## config.mk

```make
export PLATFORM = sky130hd
export DESIGN_NAME = fetch_stage_flat
export DESIGN_NICKNAME = d
export VERILOG_FILES = /design/src/rtl/fetch_pkg.sv /design/src/rtl/fetch_stage_if.sv /design/src/rtl/fetch_stage.sv /design/src/flat_wrapper.sv
export SDC_FILE = /design/constraint.sdc
export NUM_CORES = 1
export LEC_CHECK = 0
export CELL_PAD_IN_SITES_DETAIL_PLACEMENT = 0
export CELL_PAD_IN_SITES_GLOBAL_PLACEMENT = 1
export CORE_MARGIN = 1
export CORE_UTILIZATION = 35
export CTS_CLUSTER_SIZE = 16
export DETAILED_ROUTE_END_ITERATION = 8
export HOLD_SLACK_MARGIN = 0.08
export PLACE_DENSITY = 0.86
export SLEW_MARGIN = 30
export SYNTH_ARGS = -nofsm -noshare
export SYNTH_HDL_FRONTEND = slang
export SYNTH_SLANG_ARGS = --single-unit
```

## constraint.sdc

```tcl
create_clock -name clock -period 14 [get_ports clock]
set_clock_uncertainty 0.15 [all_clocks]
set_input_delay 2.8 -clock clock [delete_from_list [all_inputs] [get_ports clock]]
set_output_delay 2.8 -clock clock [all_outputs]
set_load 0.01 [all_outputs]
```

## src/rtl/fetch_pkg.sv

```systemverilog
// ============================================================================
// fetch_pkg : fetch-to-IQ instruction record type and its empty value
// Rev 1.0
// ============================================================================
`default_nettype none

package fetch_pkg;

    typedef struct packed {
        logic        valid_inst;
        logic        illegal;
        logic [63:0] pc;
        logic [63:0] npc;
        logic [31:0] ir;
    } INST_Q;

    // An empty slot carries a canonical NOP so downstream decode sees no side effects.
    localparam INST_Q EMPTY_INST_Q = '{
        valid_inst: 1'b0,
        illegal:    1'b0,
        pc:         64'h0,
        npc:        64'h0,
        ir:         32'h0000_0013
    };

endpackage

`default_nettype wire

```

## src/rtl/fetch_stage_if.sv

```systemverilog
// ============================================================================
// fetch_stage_if : single-outstanding instruction-memory line request bus
// Rev 1.0
// ============================================================================
`default_nettype none

interface fetch_stage_if;
    logic        proc2Imem_req;
    logic [63:0] proc2Imem_addr;
    logic        Imem2proc_valid;
    logic [63:0] Imem2proc_data;

    modport master (
        output proc2Imem_req,
        output proc2Imem_addr,
        input  Imem2proc_valid,
        input  Imem2proc_data
    );

    modport slave (
        input  proc2Imem_req,
        input  proc2Imem_addr,
        output Imem2proc_valid,
        output Imem2proc_data
    );
endinterface

`default_nettype wire

```

## src/rtl/fetch_stage.sv

```systemverilog
// ============================================================================
// fetch_stage : PC + one-line buffer feeding the IQ one instruction per cycle
// Rev 1.0
// ============================================================================
`default_nettype none

module fetch_stage
    import fetch_pkg::*;
#(
    parameter logic [63:0] RESET_PC = 64'h0
) (
    input  wire logic          clock,
    input  wire logic          reset,
    input  wire logic          inst_queue_full,
    input  wire logic          branch_incorrect,
    input  wire logic [63:0]   branch_target,
    fetch_stage_if.master      imem,
    output      logic          fetch_valid,
    output      INST_Q         if_inst_out,
    output      logic [63:0]   fetch_pc
);

    typedef enum logic [1:0] {
        FETCH = 2'd0,
        WAIT  = 2'd1,
        DRAIN = 2'd2
    } state_t;

    state_t      state_q, state_d;
    logic [63:0] pc_q, pc_d;
    logic        lb_valid_q, lb_valid_d;
    logic [60:0] lb_tag_q, lb_tag_d;
    logic [63:0] lb_data_q, lb_data_d;
    logic        fetch_valid_q, fetch_valid_d;
    INST_Q       if_inst_q, if_inst_d;

    logic        hit;
    logic [31:0] word;
    logic        req;

    assign hit  = lb_valid_q && (lb_tag_q == pc_q[63:3]);
    assign word = pc_q[2] ? lb_data_q[63:32] : lb_data_q[31:0];

    always_comb begin
        state_d       = state_q;
        pc_d          = pc_q;
        lb_valid_d    = lb_valid_q;
        lb_tag_d      = lb_tag_q;
        lb_data_d     = lb_data_q;
        fetch_valid_d = 1'b0;
        if_inst_d     = if_inst_q;
        req           = 1'b0;

        case (state_q)
            FETCH: begin
                if (branch_incorrect) begin
                    pc_d = branch_target;
                end else if (hit) begin
                    if (!inst_queue_full) begin
                        fetch_valid_d        = 1'b1;
                        if_inst_d            = EMPTY_INST_Q;
                        if_inst_d.valid_inst = 1'b1;
                        if_inst_d.npc        = pc_q + 64'd4;
                        if_inst_d.ir         = word;
                        pc_d                 = pc_q + 64'd4;
                    end
                end else begin
                    req     = 1'b1;
                    state_d = WAIT;
                end
            end
            WAIT: begin
                // A redirect kills the outstanding line; if its data is not
                // here yet, DRAIN absorbs it later so it never fills the buffer.
                if (branch_incorrect) begin
                    pc_d    = branch_target;
                    state_d = imem.Imem2proc_valid ? FETCH : DRAIN;
                end else if (imem.Imem2proc_valid) begin
                    lb_valid_d = 1'b1;
                    lb_tag_d   = pc_q[63:3];
                    lb_data_d  = imem.Imem2proc_data;
                    state_d    = FETCH;
                end
            end
            DRAIN: begin
                if (branch_incorrect) begin
                    pc_d = branch_target;
                end
                if (imem.Imem2proc_valid) begin
                    state_d = FETCH;
                end
            end
            default: state_d = FETCH;
        endcase
    end

    always_ff @(posedge clock or posedge reset) begin
        if (reset) begin
            state_q       <= FETCH;
            pc_q          <= RESET_PC;
            lb_valid_q    <= 1'b0;
            lb_tag_q      <= '0;
            lb_data_q     <= '0;
            fetch_valid_q <= 1'b0;
            if_inst_q     <= EMPTY_INST_Q;
        end else begin
            state_q       <= state_d;
            pc_q          <= pc_d;
            lb_valid_q    <= lb_valid_d;
            lb_tag_q      <= lb_tag_d;
            lb_data_q     <= lb_data_d;
            fetch_valid_q <= fetch_valid_d;
            if_inst_q     <= if_inst_d;
        end
    end

    // Gated by reset so no request escapes while state is being cleared.
    assign imem.proc2Imem_req  = req && !reset;
    assign imem.proc2Imem_addr = {pc_q[63:3], 3'b000};
    assign fetch_valid         = fetch_valid_q;
    assign if_inst_out         = if_inst_q;
    assign fetch_pc            = pc_q;

endmodule

`default_nettype wire

```

## src/flat_wrapper.sv

```systemverilog
// flat-port wrapper written by rule: the top's interface ports become plain ports
module fetch_stage_flat import fetch_pkg::*;
#(
    parameter logic [63:0] RESET_PC = 64'h0
)
  (clock, reset, inst_queue_full, branch_incorrect, branch_target, fetch_valid, if_inst_out, fetch_pc, imem_proc2Imem_req, imem_proc2Imem_addr, imem_Imem2proc_valid, imem_Imem2proc_data);
  fetch_stage_if imem_i ();
  input  wire logic clock;
  input  wire logic reset;
  input  wire logic inst_queue_full;
  input  wire logic branch_incorrect;
  input  wire logic [63:0] branch_target;
  output      logic fetch_valid;
  output      INST_Q if_inst_out;
  output      logic [63:0] fetch_pc;
  output wire logic [$bits(imem_i.proc2Imem_req)-1:0] imem_proc2Imem_req;
  output wire logic [$bits(imem_i.proc2Imem_addr)-1:0] imem_proc2Imem_addr;
  input wire logic [$bits(imem_i.Imem2proc_valid)-1:0] imem_Imem2proc_valid;
  input wire logic [$bits(imem_i.Imem2proc_data)-1:0] imem_Imem2proc_data;
  assign imem_proc2Imem_req = imem_i.proc2Imem_req;
  assign imem_proc2Imem_addr = imem_i.proc2Imem_addr;
  assign imem_i.Imem2proc_valid = imem_Imem2proc_valid;
  assign imem_i.Imem2proc_data = imem_Imem2proc_data;
  fetch_stage #(.RESET_PC(RESET_PC)) u_core (.clock(clock), .reset(reset), .inst_queue_full(inst_queue_full), .branch_incorrect(branch_incorrect), .branch_target(branch_target), .imem(imem_i), .fetch_valid(fetch_valid), .if_inst_out(if_inst_out), .fetch_pc(fetch_pc));
endmodule
```

==> impl_metrics.toml, run 1 <==
[status]
status = "finished, final reports clean"

[critical_path]
cp.arrival_ns = 4.45
critical_path.max_stage_delay_ns = 0.67
required_ns = 11.05
cp_num_buf_inv = 2
start_kind = "primary input"
cpMostUsedCell = "clkdlybuf4s50_1"
cp_top_family = "buffers and inverters"
endpoint_kind = "output port"
criticalPathCategory = "primary input to output port"
path_cells = "clkdlybuf4s50_1, nor4_1, clkdlybuf4s50_1"
critPathSlowestCell = "clkdlybuf4s50_1"
crit_fanout = 11

[sta]
fin_tns_setup_ns = 0
worst_slew_pin_slew_ns = 0.981
hold_ws_ns = 0.324
max_freq_mhz = 135
min_period_ns = 7.40
drv_slew = 0
rsz0062_at_grt = "false"
setup_slack_ns = 6.60
finalSetupViolCount = 0
min_period_over_period = 0.528
hold_viol = 0
slew_headroom = 0.346

[clock_network]
post_cts_buffers = 0
hold_buffers = 0
clk_pin_slew_ns = 0.06
cts_resized = 0
cts_tree = "built"
cts.htree.levels = 2
root_buffer = "clkbuf_16"
clock_sinks = 290
cts_buffer_depth = 3
cts_buffers = 36
clk_latency_ns = 0.54

[drt]
ant_nets = 0
route.detailed.wl_per_inst_um = 21.0
via_per_inst = 5.16
vias = 11800
dr.pass1.iters = 6
routed_wl_um = 48000
dr.first_iter.drc_count = 735
drc_errors = 0

[logic_synthesis]
yosysUniqueCellTypes = 66
synth_top_family_by_area = "multiplexers"
synth_compound_area_frac = 0.0793
ys_seq_area_frac = 0.464
synthMuxAreaShare = 0.184
ys_warn_count = 0
synthAdderAreaFrac = 0.00400
synthFlopType = "dfrtp_1"
synth_async_sr_flop_share = 1.00
ys_top_cells_by_area = "dfrtp_1 46%, mux2_2 14%, buf_4 6.2%"
syn_avg_cell_area_um2 = 11.0
synthSimpleGateAreaFrac = 0.112
synth_edf_count = 0
synthDominantCellAreaShare = 0.459
yosysTopAreaCell = "dfrtp_1"
synthXorXnorAreaFrac = 0.0599
synthCells = 1425
ys_seq_elements = 290
netlist_area_mm2 = 0.0156

[power]
seqPwrFrac = 0.369
switching_share = 0.380
leakagePower_nw = 8.54
peakVddDrop_v = 0.000111
p_sw_mw = 1.54
cellPowerDensity_mw_per_mm2 = 201
internal-power_mw = 2.51
clkPwrFrac = 0.227
power_frac_comb = 0.404

[global_route]
overflow = 0
grt_pass1_vias = 11800
grt_max_degree = 83
grt_pass1_wl_um = 71900
grt_usage = 0.210
antenna_found_initial = 6

[place]
gp_congestion = 0.894
port_buffers = 356
pre_cts_ws_ns = 6.60
dp_hpwl_um = 33600

[job]
drv_cap = 0

[die]
placementRows = 77
die_w_um = 213
start_util = 0.354
die_y_um = 213
io_pins = 425
core_area_mm2 = 0.0441
die_area_mm2 = 0.0455

[layout]
drive_gt1_frac = 0.192
final_nets = 1806
area_growth_pct = 28.7

[min_path]
hold_class = "flip-flop to flip-flop"
per-layer routing:
layer | share of wire | vias to the layer above | global-route usage
met3 | 0.078 | 103 | 0.0590
met4 | 0.031 | 10 | 0.0865
met2 | 0.49 | 461 | 0.348
li1 | - | 5319 | -
met5 | 0.0013 | - | 0
met1 | 0.40 | 5908 | 0.256
layout make-up:
cell class,count,area (um2)
Antenna cell,1,2.50
Clock buffer,51,1040
Clock inverter,11,115
Fill cell,4169,24000
Inverter,19,78.8
Multi-Input combinational cell,947,7170
Sequential cell,290,7260
Tap cell,592,741
Timing Repair Buffer,374,3730
state kept, by name, summed over array words and instances (netlist names):
register and count:
u_core.fetch_pc 64, u_core.lb_tag_q 61, u_core.state_q 2, u_core.lb_data_q 64, u_core.lb_valid_q 1, u_core.fetch_valid 1
u_core.if_inst_out 97
per-stage QoR:
step	std cells	area, um2	util	power (mW)
2_1_floorplan	1492	15900	-	2.50
3_3_place_gp	2221	18900	0.429	3.07
3_5_place_dp	2221	18900	0.429	3.13
4_1_cts	2283	20100	0.455	4.07
5_1_grt	2285	20100	0.456	4.28
6_report	2285	20100	0.456	4.04
power by group through the flow:
| stage | sequential, mW | combinational (mW) | clock, mW |
|---|---|---|---|
| after floorplan | 1.32 | 1.17 | 0 |
| final | 1.49 | 1.63 | 0.919 |
| after CTS | 1.49 | 1.63 | 0.943 |
| after detailed placement | 1.50 | 1.62 | 0 |
| after global routing | 1.53 | 1.76 | 0.979 |
| after global placement | 1.48 | 1.59 | 0 |
path summary, 6_finish.rpt:
kind                       cells past startpoint                             endpoint                                 from  slack (ns)
setup / recovery                               3                   imem_proc2Imem_req                     branch_incorrect        6.60
hold / removal                                 1  u_core.if_inst_out[161]$_DFFE_PP0P_  u_core.if_inst_out[161]$_DFFE_PP0P_        0.32
setup reg to reg                               7    u_core.if_inst_out[3]$_DFFE_PP0P_       u_core.fetch_pc[6]$_DFFE_PP0P_       10.14
hold reg to reg                                1  u_core.if_inst_out[161]$_DFFE_PP0P_  u_core.if_inst_out[161]$_DFFE_PP0P_        0.32
max in group asynchronous                      3     u_core.lb_data_q[33]$_DFFE_PP0P_                                reset        9.77
min in group asynchronous                      2   u_core.if_inst_out[37]$_DFFE_PP0P_                                reset        2.63
cell families after synthesis:
family | Yosys count
and+or+nand+nor | 340
DFF | 290
buffers and inverters | 255
muxes | 244
AOI/OAI and AO/OA | 183
xor gates and xnor gates | 107
adders and majority gates | 5
other | 1
cell usage after synthesis, types with 21 or more instances:
cell and count:
nand4_1 32, nand2_1 86, dfrtp_1 287, mux2_4 36, and3_1 21, o21ai_0 37
xnor2_1 69, nand3_1 44, clkbuf_1 89, buf_4 129, a21oi_1 31, mux2_2 197
xor2_1 38, nand2b_1 31, nor2_1 65, o22ai_1 26
cells in the final DEF (no fill, tap or decap), drive strengths merged, types with 18 or more instances in the layout:
| master | instances |
|---|---|
| inv | 21 |
| a21oi | 31 |
| a211oi | 19 |
| xor2 | 38 |
| clkdlybuf4s50 | 356 |
| o22ai | 26 |
| nor2 | 66 |
| buf | 18 |
| nand2 | 86 |
| clkbuf | 51 |
| nand4 | 32 |
| o21ai | 38 |
| mux2 | 243 |
| conb | 68 |
| and3 | 21 |
| nand2b | 31 |
| xnor2 | 69 |
| nand3 | 44 |
| dfrtp | 287 |
Power figures use the tool's default switching activity.
==> run 2, diff against run 1 <==
--- a/config.mk
+++ b/config.mk
@@ -8,11 +8,11 @@
 export CELL_PAD_IN_SITES_DETAIL_PLACEMENT = 0
 export CELL_PAD_IN_SITES_GLOBAL_PLACEMENT = 1
 export CORE_MARGIN = 1
-export CORE_UTILIZATION = 35
+export CORE_UTILIZATION = 34
 export CTS_CLUSTER_SIZE = 16
 export DETAILED_ROUTE_END_ITERATION = 8
 export HOLD_SLACK_MARGIN = 0.08
-export PLACE_DENSITY = 0.86
+export PLACE_DENSITY = 0.87
 export SLEW_MARGIN = 30
 export SYNTH_ARGS = -nofsm -noshare
 export SYNTH_HDL_FRONTEND = slang
==> constraint.sdc (replaced) <==
create_clock -name clock -period 6.46 [get_ports clock]
set_clock_uncertainty 0.15 [all_clocks]
set_input_delay 1.292 -clock clock [delete_from_list [all_inputs] [get_ports clock]]
set_output_delay 1.292 -clock clock [all_outputs]
set_load 0.01 [all_outputs]
==> impl_metrics.toml, run 2 (synthesis gave the netlist of run 1 again) <==
[sta]
hold_viol = 0
max_freq_mhz = 209
hold_ws_ns = 0.348
rsz0062_at_grt = "false"
min_period_over_period = 0.742
slew_headroom = 0.364
worst_slew_pin_slew_ns = 0.952
min_period_ns = 4.79
finalSetupViolCount = 0
fin_tns_setup_ns = 0
drv_slew = 0

[clock_network]
hold_buffers = 0
cts_buffer_depth = 3
clk_pin_slew_ns = 0.06
cts_buffers = 35
cts.htree.levels = 2
clk_latency_ns = 0.54
cts_tree = "built"
post_cts_buffers = 0
clock_sinks = 290
root_buffer = "clkbuf_16"
cts_resized = 0

[die]
die_area_mm2 = 0.0469
start_util = 0.345
core_area_mm2 = 0.0454
die_w_um = 216
io_pins = 425
placementRows = 78
die_y_um = 216

[power]
leakagePower_nw = 8.55
cellPowerDensity_mw_per_mm2 = 436
peakVddDrop_v = 0.000221
p_total_mw = 8.80

[critical_path]
cp.arrival_ns = 3.35
rr_endpoint = "u_core.if_inst_out[77]$_DFFE_PP0P_"
cp_top_family = "simple AND/OR/NAND/NOR gates"
critical_path.max_stage_delay_ns = 0.59
required_ns = 5.02
crit_fanout = 11
timing.rr.start = "u_core.fetch_pc[10]$_DFFE_PP0P_"
r2r_slack_ns = 2.61
start_kind = "flip-flop"
critPathSlowestCell = "dfrtp_1"
path_cells = "xor2_1, or4_1, nor2_1, nand4_1, nor2_1, nor4_1, clkdlybuf4s50_1"
rr_worst_depth = 7
cp_num_buf_inv = 1
endpoint_kind = "output port"
startpoint = "u_core.fetch_pc[6]$_DFFE_PP0P_"
criticalPathCategory = "flip-flop to output port"
cpMostUsedCell = "nor2_1"

[drt]
dr.pass1.iters = 5
ant_nets = 0
route.detailed.wl_per_inst_um = 21.0
vias = 11800
drc_errors = 0
dr.first_iter.drc_count = 742
via_per_inst = 5.16
routed_wl_um = 48000

[job]
drv_cap = 0

[layout]
antennaDiodeCount = 0
area_growth_pct = 28.9
drive_gt1_frac = 0.191
layout_commonest_cell = "clkdlybuf4s50_1"
nFillCells = 4248
final_cell_mix = "356 x clkdlybuf4s50_1, 286 x dfrtp_1, 197 x mux2_2"
final_nets = 1805
largest_reg_flops = 97

[min_path]
hold_class = "flip-flop to flip-flop"
min_to = "u_core.if_inst_out[161]$_DFFE_PP0P_"
holdPathStages = 1
worstHoldStart = "u_core.if_inst_out[161]$_DFFE_PP0P_"

[status]
status = "finished, final reports clean"

[global_route]
grt_pass1_vias = 12000
grt_usage = 0.203
antenna_found_initial = 3
grt_max_degree = 144
grt_pass1_wl_um = 73100
overflow = 0

[place]
gp_congestion = 0.908
dp_hpwl_um = 34400
port_buffers = 356
-- run 2: how the worst max path moves through the flow --
stage / slack, ns / to / cells past startpoint
2_1_floorplan: 1.17 / u_core.fetch_pc[0]$_DFFE_PP0P_ / 1
3_3_place_gp: 2.09 / u_core.if_inst_out[31]$_DFFE_PP0P_ / 5
3_5_place_dp: 2.02 / u_core.if_inst_out[31]$_DFFE_PP0P_ / 5
4_1_cts: 1.70 / imem_proc2Imem_req / 7
5_1_grt: 1.55 / imem_proc2Imem_req / 7
6_report: 1.67 / imem_proc2Imem_req / 7
-- run 2: through the flow --
| stage | utilization | instances | worst slack, ns | area [um2] |
|---|---|---|---|---|
| after floorplan | - | 1492 | 1.17 | 15900 |
| after global placement | 0.418 | 2230 | 2.09 | 19000 |
| after detailed placement | 0.418 | 2230 | 2.02 | 19000 |
| after CTS | 0.444 | 2287 | 1.70 | 20100 |
| after global routing | 0.444 | 2287 | 1.55 | 20200 |
| final | 0.444 | 2287 | 1.67 | 20200 |
-- run 2: routing by layer --
| layer | vias up | GRT usage | share of wire |
|---|---|---|---|
| met5 | - | 0 | 0.00094 |
| met4 | 6 | 0.0761 | 0.031 |
| met3 | 93 | 0.0626 | 0.090 |
| met2 | 491 | 0.335 | 0.48 |
| met1 | 5900 | 0.247 | 0.40 |
| li1 | 5306 | - | - |
-- run 2: power by group --
group / leakage, nW / internal (mW) / switching [mW]
sequential: 3.58 / 2.40 / 0.832
clock: 0.583 / 1.27 / 0.784
combinational: 4.39 / 1.83 / 1.69
-- run 2: area by class of cell --
| cell class | instances | area [um2] | share of cell area |
|---|---|---|---|
| Sequential cell | 290 | 7260 | 0.360 |
| Multi-Input combinational cell | 947 | 7170 | 0.356 |
| Timing Repair Buffer | 374 | 3710 | 0.184 |
| Clock buffer | 51 | 1080 | 0.0535 |
| Tap cell | 600 | 751 | 0.0372 |
| Clock inverter | 6 | 108 | 0.00534 |
| Inverter | 19 | 75.1 | 0.00372 |
-- run 2: worst reg2reg max path, cell delays in order (launching register included) --
cell and delay [ns]:
dfrtp_1 0.73, nand3_1 0.28, nor4_1 0.81, and3_1 0.69, nand2_1 0.31, nor3_1 0.39, xor2_1 0.11, mux2_2 0.28
==> run 3, diff against run 2 <==
--- a/config.mk
+++ b/config.mk
@@ -8,11 +8,11 @@
 export CELL_PAD_IN_SITES_DETAIL_PLACEMENT = 0
 export CELL_PAD_IN_SITES_GLOBAL_PLACEMENT = 1
 export CORE_MARGIN = 1
-export CORE_UTILIZATION = 34
+export CORE_UTILIZATION = 35
 export CTS_CLUSTER_SIZE = 16
 export DETAILED_ROUTE_END_ITERATION = 8
 export HOLD_SLACK_MARGIN = 0.08
-export PLACE_DENSITY = 0.87
+export PLACE_DENSITY = 0.86
 export SLEW_MARGIN = 30
 export SYNTH_ARGS = -nofsm -noshare
 export SYNTH_HDL_FRONTEND = slang
==> constraint.sdc (replaced) <==
create_clock -name clock -period 4.9 [get_ports clock]
set_clock_uncertainty 0.15 [all_clocks]
set_input_delay 0.98 -clock clock [delete_from_list [all_inputs] [get_ports clock]]
set_output_delay 0.98 -clock clock [all_outputs]
set_load 0.01 [all_outputs]
==> impl_metrics.toml, run 3 (synthesis gave the netlist of run 1 again) <==
[clock_network]
clk_latency_ns = 0.55
root_buffer = "clkbuf_16"
cts_resized = 0
cts.htree.levels = 2
cts_buffer_depth = 3
clk_pin_slew_ns = 0.06
cts_tree = "built"
clock_sinks = 290
cts_buffers = 36
post_cts_buffers = 0
hold_buffers = 0

[drt]
drc_errors = 0
dr.first_iter.drc_count = 860
routed_wl_um = 49300
route.detailed.wl_per_inst_um = 21.4
vias = 11900
ant_nets = 0
dr.pass1.iters = 5
via_per_inst = 5.19

[critical_path]
cp_top_family = "simple AND/OR/NAND/NOR gates"
start_kind = "flip-flop"
endpoint_kind = "output port"
path_cells = "xnor2_1, nand4_1, nor4_1, nand3b_1, nor2_1, nor4_1, clkdlybuf4s50_1"
cp.arrival_ns = 3.22
critPathSlowestCell = "clkdlybuf4s50_1"
cpMostUsedCell = "nor4_1"
criticalPathCategory = "flip-flop to output port"
required_ns = 3.77
crit_fanout = 7
critical_path.max_stage_delay_ns = 0.60
cp_num_buf_inv = 1

[sta]
drv_slew = 0
hold_viol = 0
min_period_over_period = 0.888
min_period_ns = 4.35
worst_slew_pin_slew_ns = 1.01
setup_slack_ns = 0.550
rsz0062_at_grt = "false"
max_freq_mhz = 230
slew_headroom = 0.321
finalSetupViolCount = 0

[layout]
final_util = 0.458
final_nets = 1820
drive_gt1_frac = 0.197
area_growth_pct = 29.2
layout_commonest_cell = "clkdlybuf4s50_1"
final_cell_mix = "356 x clkdlybuf4s50_1, 286 x dfrtp_1, 197 x mux2_2"
largest_reg_flops = 97

[global_route]
grt.busiest_layer = "met2"
grt_use_met2 = 0.350
grt_usage = 0.215
grt_pass1_wl_um = 73500
antenna_found_initial = 6
gr-usage-met1 = 0.268
overflow = 0
grt_max_degree = 107
grt_util_met3 = 0.0577
grt_pass1_vias = 12000

[power]
leakagePower_nw = 8.58
peakVddDrop_v = 0.000313
cellPowerDensity_mw_per_mm2 = 573

[die]
placementRows = 77
die_w_um = 213
start_util = 0.354
die_area_mm2 = 0.0455
core_area_mm2 = 0.0441
die_y_um = 213
io_pins = 425

[place]
dp_hpwl_um = 35500
port_buffers = 356
pre_cts_ws_ns = 0.984
gp_congestion = 0.927

[status]
status = "finished, final reports clean"

[min_path]
hold_class = "flip-flop to flip-flop"

[job]
drv_cap = 0
==> run 3: cell types whose count changed in the layout (fill, tap and decap cells not counted), moves of 3 or more <==
cell	delta
bufinv_16	-3
clkbuf_8	-5
buf_12	+4
clkbuf_1	+7
clkinv_2	+4
buf_4	+11
==> run 3: power breakdown <==
| part | internal, mW | switching, mW |
|---|---|---|
| Sequential | 3.16 | 0.992 |
| Combinational | 2.47 | 2.42 |
| Clock | 1.47 | 1.06 |
| Total | 7.10 | 4.47 |
==> run 3: area by class of cell <==
class,count,area (um2)
inverters,19,75.1
diodes,2,5.00
fillers,4126,23900
clock buffers,53,1040
flip-flops and latches,290,7260
multi-input cells,947,7150
well taps,592,741
clock inverters,11,70.1
repair buffers,388,3870
==> run 3: path summary, 6_finish.rpt <==
path,start,endpoint,cells past startpoint,slack [ns]
min,u_core.if_inst_out[161]$_DFFE_PP0P_,u_core.if_inst_out[161]$_DFFE_PP0P_,1,0.34
max in group asynchronous,reset,u_core.if_inst_out[5]$_DFFE_PP0P_,3,2.88
min reg2reg,u_core.if_inst_out[161]$_DFFE_PP0P_,u_core.if_inst_out[161]$_DFFE_PP0P_,1,0.34
min in group asynchronous,reset,u_core.fetch_pc[6]$_DFFE_PP0P_,2,0.73
max reg2reg,u_core.fetch_pc[27]$_DFFE_PP0P_,u_core.if_inst_out[75]$_DFFE_PP0P_,7,1.26
max,u_core.fetch_pc[22]$_DFFE_PP0P_,imem_proc2Imem_req,7,0.55
==> run 3: per-layer routing <==
| metal | up-vias | share of wire |
|---|---|---|
| met5 | - | 0.00069 |
| met4 | 6 | 0.035 |
| met3 | 103 | 0.079 |
| met2 | 526 | 0.48 |
| met1 | 5970 | 0.41 |
| li1 | 5344 | - |
==> run 3: per-stage QoR <==
step	std cells	cell area, um2	TNS (ns)	total power [mW]	hold slack (ns)
2_1_floorplan	1492	15900	-21.45	7.13	0.305
3_3_place_gp	2236	19100	0	8.94	0.299
3_5_place_dp	2236	19100	0	9.06	0.306
4_1_cts	2300	20200	0	11.6	0.344
5_1_grt	2301	20200	0	12.2	0.363
6_report	2302	20200	0	11.6	0.343
